==> config.mk <==
export PLATFORM = sky130hd
export DESIGN_NAME = sim_test_reporter
export DESIGN_NICKNAME = d
export VERILOG_FILES = /design/src/rtl/sim_test_reporter.sv
export SDC_FILE = /design/constraint.sdc
export NUM_CORES = 1
export LEC_CHECK = 0
export BUFFER_PORTS_ARGS = -buffer_cell sky130_fd_sc_hd__buf_2
export CORE_ASPECT_RATIO = 0.75
export CORE_MARGIN = 2
export CORE_UTILIZATION = 58
export DETAILED_ROUTE_END_ITERATION = 6
export PLACE_DENSITY_LB_ADDON = 0.05
export SYNTH_ARGS = -nofsm -noshare
export SYNTH_HDL_FRONTEND = slang
export SYNTH_SLANG_ARGS = --single-unit
==> constraint.sdc <==
create_clock -name clk -period 2.75 [get_ports clk]
set_input_delay 0.55 -clock clk [delete_from_list [all_inputs] [get_ports clk]]
set_output_delay 0.55 -clock clk [all_outputs]
set_load 0.1 [all_outputs]
==> src/rtl/sim_test_reporter.sv <==
// sim_test_reporter: write-only test-status peripheral feeding report/done to the sim finisher.
// Byte-strobed report word, magic-word termination, drain delay before done, kickable watchdog.
module sim_test_reporter #(
  parameter logic [31:0] TIMEOUT_CYCLES = 32'd50_000_000,
  parameter int unsigned DRAIN_CYCLES   = 8,
  parameter logic [31:0] PASS_MAGIC     = 32'hC0DE_600D,
  parameter logic [31:0] FAIL_MAGIC     = 32'hDEAD_C0DE,
  parameter logic [31:0] TIMEOUT_CODE   = 32'hDEAD_0D06
) (
  input  logic        clk,
  input  logic        rst_n,
  input  logic        wr_valid,
  output logic        wr_ready,
  input  logic [3:0]  wr_addr,
  input  logic [31:0] wr_data,
  input  logic [3:0]  wr_strb,
  output logic [31:0] report,
  output logic        done,
  output logic        pass,
  output logic        timeout
);

  typedef enum logic [1:0] {
    ST_RUN   = 2'd0,
    ST_DRAIN = 2'd1,
    ST_DONE  = 2'd2
  } state_t;

  localparam logic [1:0]  A_REPORT   = 2'd0;
  localparam logic [1:0]  A_CTRL     = 2'd1;
  localparam logic [1:0]  A_KICK     = 2'd2;
  localparam logic [1:0]  A_WDOG_EN  = 2'd3;
  localparam logic [31:0] DRAIN_LAST = 32'(DRAIN_CYCLES);
  localparam logic [31:0] WDOG_LAST  = TIMEOUT_CYCLES - 32'd1;

  state_t      state_r, state_nxt_s;
  logic [31:0] report_r, report_nxt_s;
  logic        done_r, done_nxt_s;
  logic        pass_r, pass_nxt_s;
  logic        timeout_r, timeout_nxt_s;
  logic        wr_ready_r, wr_ready_nxt_s;
  logic        wdog_en_r, wdog_en_nxt_s;
  logic [31:0] wdog_cnt_r, wdog_cnt_nxt_s;
  logic [31:0] drain_cnt_r, drain_cnt_nxt_s;

  logic        accept_s;
  logic        full_s;
  logic        wr_report_s;
  logic        wr_kick_s;
  logic        wr_wen_s;
  logic        is_pass_s;
  logic        is_fail_s;
  logic        expire_s;
  logic        addr_unused_s;

  function automatic logic [31:0] strb_merge(input logic [31:0] old_v,
                                             input logic [31:0] new_v,
                                             input logic [3:0]  strb);
    logic [31:0] res;
    for (int b = 0; b < 4; b++) begin
      res[8*b +: 8] = strb[b] ? new_v[8*b +: 8] : old_v[8*b +: 8];
    end
    return res;
  endfunction

  assign accept_s      = wr_valid & wr_ready_r;
  assign full_s        = (wr_strb == 4'hF);
  assign wr_report_s   = accept_s & (wr_addr[3:2] == A_REPORT);
  assign wr_kick_s     = accept_s & full_s & (wr_addr[3:2] == A_KICK);
  assign wr_wen_s      = accept_s & full_s & (wr_addr[3:2] == A_WDOG_EN);
  assign is_pass_s     = accept_s & full_s & (wr_addr[3:2] == A_CTRL) & (wr_data == PASS_MAGIC);
  assign is_fail_s     = accept_s & full_s & (wr_addr[3:2] == A_CTRL) & (wr_data == FAIL_MAGIC);
  assign expire_s      = wdog_en_r & (wdog_cnt_r == WDOG_LAST);
  assign addr_unused_s = ^wr_addr[1:0];

  // Next-state and next-output computation for the RUN/DRAIN/DONE sequencer
  always_comb begin
    state_nxt_s     = state_r;
    report_nxt_s    = report_r;
    done_nxt_s      = done_r;
    pass_nxt_s      = pass_r;
    timeout_nxt_s   = timeout_r;
    wdog_en_nxt_s   = wdog_en_r;
    wdog_cnt_nxt_s  = wdog_cnt_r;
    drain_cnt_nxt_s = drain_cnt_r;
    // One-cycle bubble after every accept, independent of state, so the bus never hangs
    wr_ready_nxt_s  = ~accept_s;

    case (state_r)
      ST_RUN: begin
        if (wr_report_s) begin
          report_nxt_s = strb_merge(report_r, wr_data, wr_strb);
        end else begin
          report_nxt_s = report_r;
        end

        if (wr_wen_s) begin
          wdog_en_nxt_s  = wr_data[0];
          wdog_cnt_nxt_s = 32'd0;
        end else if (wr_kick_s) begin
          wdog_cnt_nxt_s = 32'd0;
        end else if (wdog_en_r) begin
          wdog_cnt_nxt_s = wdog_cnt_r + 32'd1;
        end else begin
          wdog_cnt_nxt_s = wdog_cnt_r;
        end

        // Magic words and kicks take priority over a coincident expiry
        if (is_pass_s) begin
          pass_nxt_s      = 1'b1;
          state_nxt_s     = ST_DRAIN;
          drain_cnt_nxt_s = 32'd0;
          wdog_cnt_nxt_s  = 32'd0;
        end else if (is_fail_s) begin
          pass_nxt_s      = 1'b0;
          state_nxt_s     = ST_DRAIN;
          drain_cnt_nxt_s = 32'd0;
          wdog_cnt_nxt_s  = 32'd0;
        end else if (expire_s && !wr_wen_s && !wr_kick_s) begin
          report_nxt_s    = TIMEOUT_CODE;
          timeout_nxt_s   = 1'b1;
          pass_nxt_s      = 1'b0;
          state_nxt_s     = ST_DRAIN;
          drain_cnt_nxt_s = 32'd0;
          wdog_cnt_nxt_s  = 32'd0;
        end else begin
          state_nxt_s = ST_RUN;
        end
      end

      ST_DRAIN: begin
        if (wr_report_s) begin
          report_nxt_s = strb_merge(report_r, wr_data, wr_strb);
        end else begin
          report_nxt_s = report_r;
        end

        if (drain_cnt_r == DRAIN_LAST) begin
          state_nxt_s = ST_DONE;
          done_nxt_s  = 1'b1;
        end else begin
          drain_cnt_nxt_s = drain_cnt_r + 32'd1;
        end
      end

      ST_DONE: begin
        state_nxt_s = ST_DONE;
        done_nxt_s  = 1'b1;
      end

      default: begin
        state_nxt_s = ST_RUN;
      end
    endcase
  end

  // State and output registers
  always_ff @(posedge clk or negedge rst_n) begin
    if (!rst_n) begin
      state_r     <= ST_RUN;
      report_r    <= 32'd0;
      done_r      <= 1'b0;
      pass_r      <= 1'b0;
      timeout_r   <= 1'b0;
      wr_ready_r  <= 1'b1;
      wdog_en_r   <= 1'b0;
      wdog_cnt_r  <= 32'd0;
      drain_cnt_r <= 32'd0;
    end else begin
      state_r     <= state_nxt_s;
      report_r    <= report_nxt_s;
      done_r      <= done_nxt_s;
      pass_r      <= pass_nxt_s;
      timeout_r   <= timeout_nxt_s;
      wr_ready_r  <= wr_ready_nxt_s;
      wdog_en_r   <= wdog_en_nxt_s;
      wdog_cnt_r  <= wdog_cnt_nxt_s;
      drain_cnt_r <= drain_cnt_nxt_s;
    end
  end

  assign wr_ready = wr_ready_r;
  assign report   = report_r;
  assign done     = done_r;
  assign pass     = pass_r;
  assign timeout  = timeout_r;

endmodule
==> flow_summary.json <==
{
  "slowest_stage": "nor3_2",
  "synth_top_family_by_area": "simple AND/OR/NAND/NOR gates",
  "path_buf_inv": 1,
  "drive_above_1_share_pct": 22.22,
  "route.detailed.drc": 0,
  "clock_latency_ns": 0.35,
  "gp_congestion": 0.8883,
  "max_cap_viol_count": 0,
  "layout_min_cycle_time_ns": 2.715,
  "peakVddDrop_mv": 0.6272,
  "yosys_most_used_dff": "dfrtp_1",
  "pwr_density_cell_nw_per_um2": 604.7,
  "avgSynthCellArea_sq_um": 9.030,
  "numClockSinks": 103,
  "ys_types": 57,
  "dr.first_iter.drc_count": 500,
  "ioPinCount": 79,
  "track_usage_pct": 31.34,
  "die-area_sq_um": 10710,
  "vias": 5681,
  "synth-adder-area-share_pct": 1.527,
  "nets": 792,
  "fp.coreArea_sq_um": 9619,
  "grt_max_degree": 43,
  "portBuffers": 76,
  "rsz0062_at_grt": "true",
  "synthMuxAreaShare_pct": 0.5673,
  "hold_ws_ns": 0.1894,
  "syn-instance-count": 635,
  "fin_area_sq_um": 6932,
  "dp_hpwl_microns": 11390,
  "min_path_type": "in2async",
  "cp.depth": 7,
  "clock_path_buffers": 2,
  "cp_max_fo": 21,
  "synth-simple-area-share_pct": 27.78,
  "cp_top_family": "simple AND/OR/NAND/NOR gates",
  "ant_nets": 0,
  "final_util_pct": 72.06,
  "cp-end-kind": "register",
  "drv_slew": 0,
  "cts_buffers": 9,
  "ctsHtreeMaxLevel": 3,
  "areaGrowthSynthToFinish_pct": 20.88,
  "die_w_microns": 118.8,
  "clock_skew_ns": 0.009230,
  "first_pass_iters": 5,
  "min_period_over_period_pct": 98.74,
  "cts-root-buf": "clkbuf_16",
  "p_total_mw": 4.192,
  "clk_pin_slew_ns": 0.07,
  "netlist_area_sq_um": 5734,
  "path_cells": "nor4_1 > nand4_1 > nor3_2 > o41ai_2 > buf_12 > or4_1 > a21oi_1",
  "slowest_delay_ns": 0.58,
  "initial_core_util_pct": 59.61,
  "grt_pass1_vias": 5487,
  "dp_cells": 861,
  "start_kind": "register",
  "ys_seq_area_share_pct": 44.97,
  "grt_pass1_wl_microns": 27150,
  "synth-xor-area-share_pct": 0,
  "max_freq_mhz": 368.3,
  "fp.dieH_microns": 90.11,
  "rr_worst_depth": 7,
  "synth-compound-area-share_pct": 21.67,
  "rrSetupSlack_ns": 0.03,
  "ys_ff_latch": 103,
  "leakage_nw": 2.958,
  "stdcell_count": 879,
  "rows": 31,
  "syn_nets": 685,
  "crit_type": "reg2reg",
  "async_flop_share_pct": 100.0,
  "fill_cells": 744,
  "cts_tree": "yes",
  "antenna_found_initial": 0,
  "placed_area_sq_um": 6598,
  "setup_violations": 0,
  "worstMarginPinSlew_ns": 1.093,
  "postCtsHoldBufs": 0,
  "num_antenna_cells": 0,
  "grt_overflow": 0,
  "via_per_inst": 6.463,
  "status": "finished, final reports clean",
  "avgRoutedWirePerCell_microns": 18.11,
  "cp.required_ns": 3.03,
  "yosys_warnings": 0,
  "routed_wl_microns": 15920,
  "hold_violations": 0,
  "max-slew-margin-rel_pct": 26.56,
  "synth_edf_count": 0,
  "worst_ep_arrival_time_ns": 2.99
}
==> final timing paths <==
check / start / endpoint
min in group clk: wr_data[3] / report[3]
max in group asynchronous: rst_n / report[15]
hold reg to reg: timeout / timeout
setup / recovery: wdog_cnt_r[29] / wdog_cnt_r[13]
hold / removal: rst_n / wdog_cnt_r[26]
setup reg to reg: wdog_cnt_r[29] / wdog_cnt_r[13]
==> layout make-up <==
| class | count | area (sq um) | area share [%] |
|---|---|---|---|
| clock buffers | 12 | 256.5 | 3.700 |
| clock inverters | 4 | 52.55 | 0.7581 |
| inverters | 13 | 48.80 | 0.7040 |
| multi-input cells | 485 | 2988 | 43.10 |
| flip-flops and latches | 103 | 2582 | 37.26 |
| well taps | 132 | 165.2 | 2.383 |
| repair buffers | 130 | 838.3 | 12.09 |
==> registers in the layout (all words and copies together), names as in the netlist <==
signal       flops
wdog_cnt_r      32
done             1
drain_cnt_r     32
timeout          1
state_r          2
pass             1
wdog_en_r        1
report          32
wr_ready         1
==> per-stage QoR <==
| step | setup slack (ns) | setup TNS, ns |
|---|---|---|
| 4_1_cts | 0.07745 | 0 |
| 5_1_grt | -0.09591 | -0.8317 |
| 6_report | 0.03471 | 0 |
| 3_3_place_gp | -0.1019 | -0.7941 |
| 3_5_place_dp | -0.1561 | -3.510 |
| 2_1_floorplan | 0.08322 | 0 |
==> metal layers <==
metal	vias up	track usage, %	wire [microns]
li1	2659	-	-
met1	2746	45.77	7313
met2	248	47.22	7133
met3	28	6.282	1208
met4	0	9.722	264
met5	-	0	0
==> report_power, final <==
part           internal [mW]  switching [mW]  total (mW)
Clock                  0.760           0.577        1.34
Combinational          0.177           0.984        1.16
Sequential              1.62          0.0699        1.69
==> synth_stat cells (2+ instances only) <==
cell      number  area share, %
nand3_1       34            3.0
o31ai_1       21            2.7
nor3_1        15            1.3
mux2_2         2           0.39
a21o_1         6           0.79
o22ai_1        4           0.44
nor4bb_1       4           0.70
or3_1         13            1.4
or4_4          2           0.39
and2_1        12            1.3
clkbuf_2       2           0.17
o21a_1         8            1.0
o21ai_0       65            5.7
nand2b_1       4           0.44
a21oi_1       41            3.6
nand4b_1       3           0.46
a31oi_1        5           0.55
nor4b_1        9            1.4
a211o_1        2           0.31
a22o_1        17            2.6
nor4_2         2           0.44
nor2_1        41            2.7
ha_1           7            1.5
or2_2          2           0.22
o31a_1         2           0.31
or4_1         20            2.6
nand2_1       57            3.7
dfrtp_1      102             45
inv_1         13           0.85
and3_1         6           0.65
nand4_1       24            2.6
and4_1         4           0.61
clkbuf_1      21            1.4
nor3b_1        2           0.26
buf_2          8           0.70
o41ai_1        6           0.92
nor4_1        23            2.5
a32o_1         2           0.35
o211ai_1       6           0.79
==> repair_timing <==
| item | CTS | global route |
|---|---|---|
| setup endpoints to repair | 0 | 41 |
| hold endpoints to repair | 0 | 0 |
| resized for setup | 0 | 3 |
| buffers inserted | 0 | 2 |
==> cell usage in the layout, fill, tap and decap left out, types with 3 or more instances in the layout <==
cell,n
a21o_1,6
a21oi_1,41
a22o_1,17
a31oi_1,5
and2_1,12
and3_1,6
and4_1,4
buf_12,4
buf_2,75
buf_4,51
clkbuf_16,9
dfrtp_1,102
ha_1,6
inv_1,13
nand2_1,57
nand2b_1,4
nand3_1,34
nand4_1,24
nand4b_1,3
nor2_1,40
nor3_1,15
nor4_1,22
nor4b_1,9
nor4bb_1,4
o211ai_1,6
o21a_1,8
o21ai_0,65
o22ai_1,4
o31ai_1,21
o41ai_1,5
or3_1,13
or4_1,20
==> logic make-up after synthesis <==
family / after synthesis
flops: 103
compound gates: 193
simple gates: 282
fa+ha+maj: 7
mux: 3
buf+inv: 47
Power figures use the tool's default switching activity.
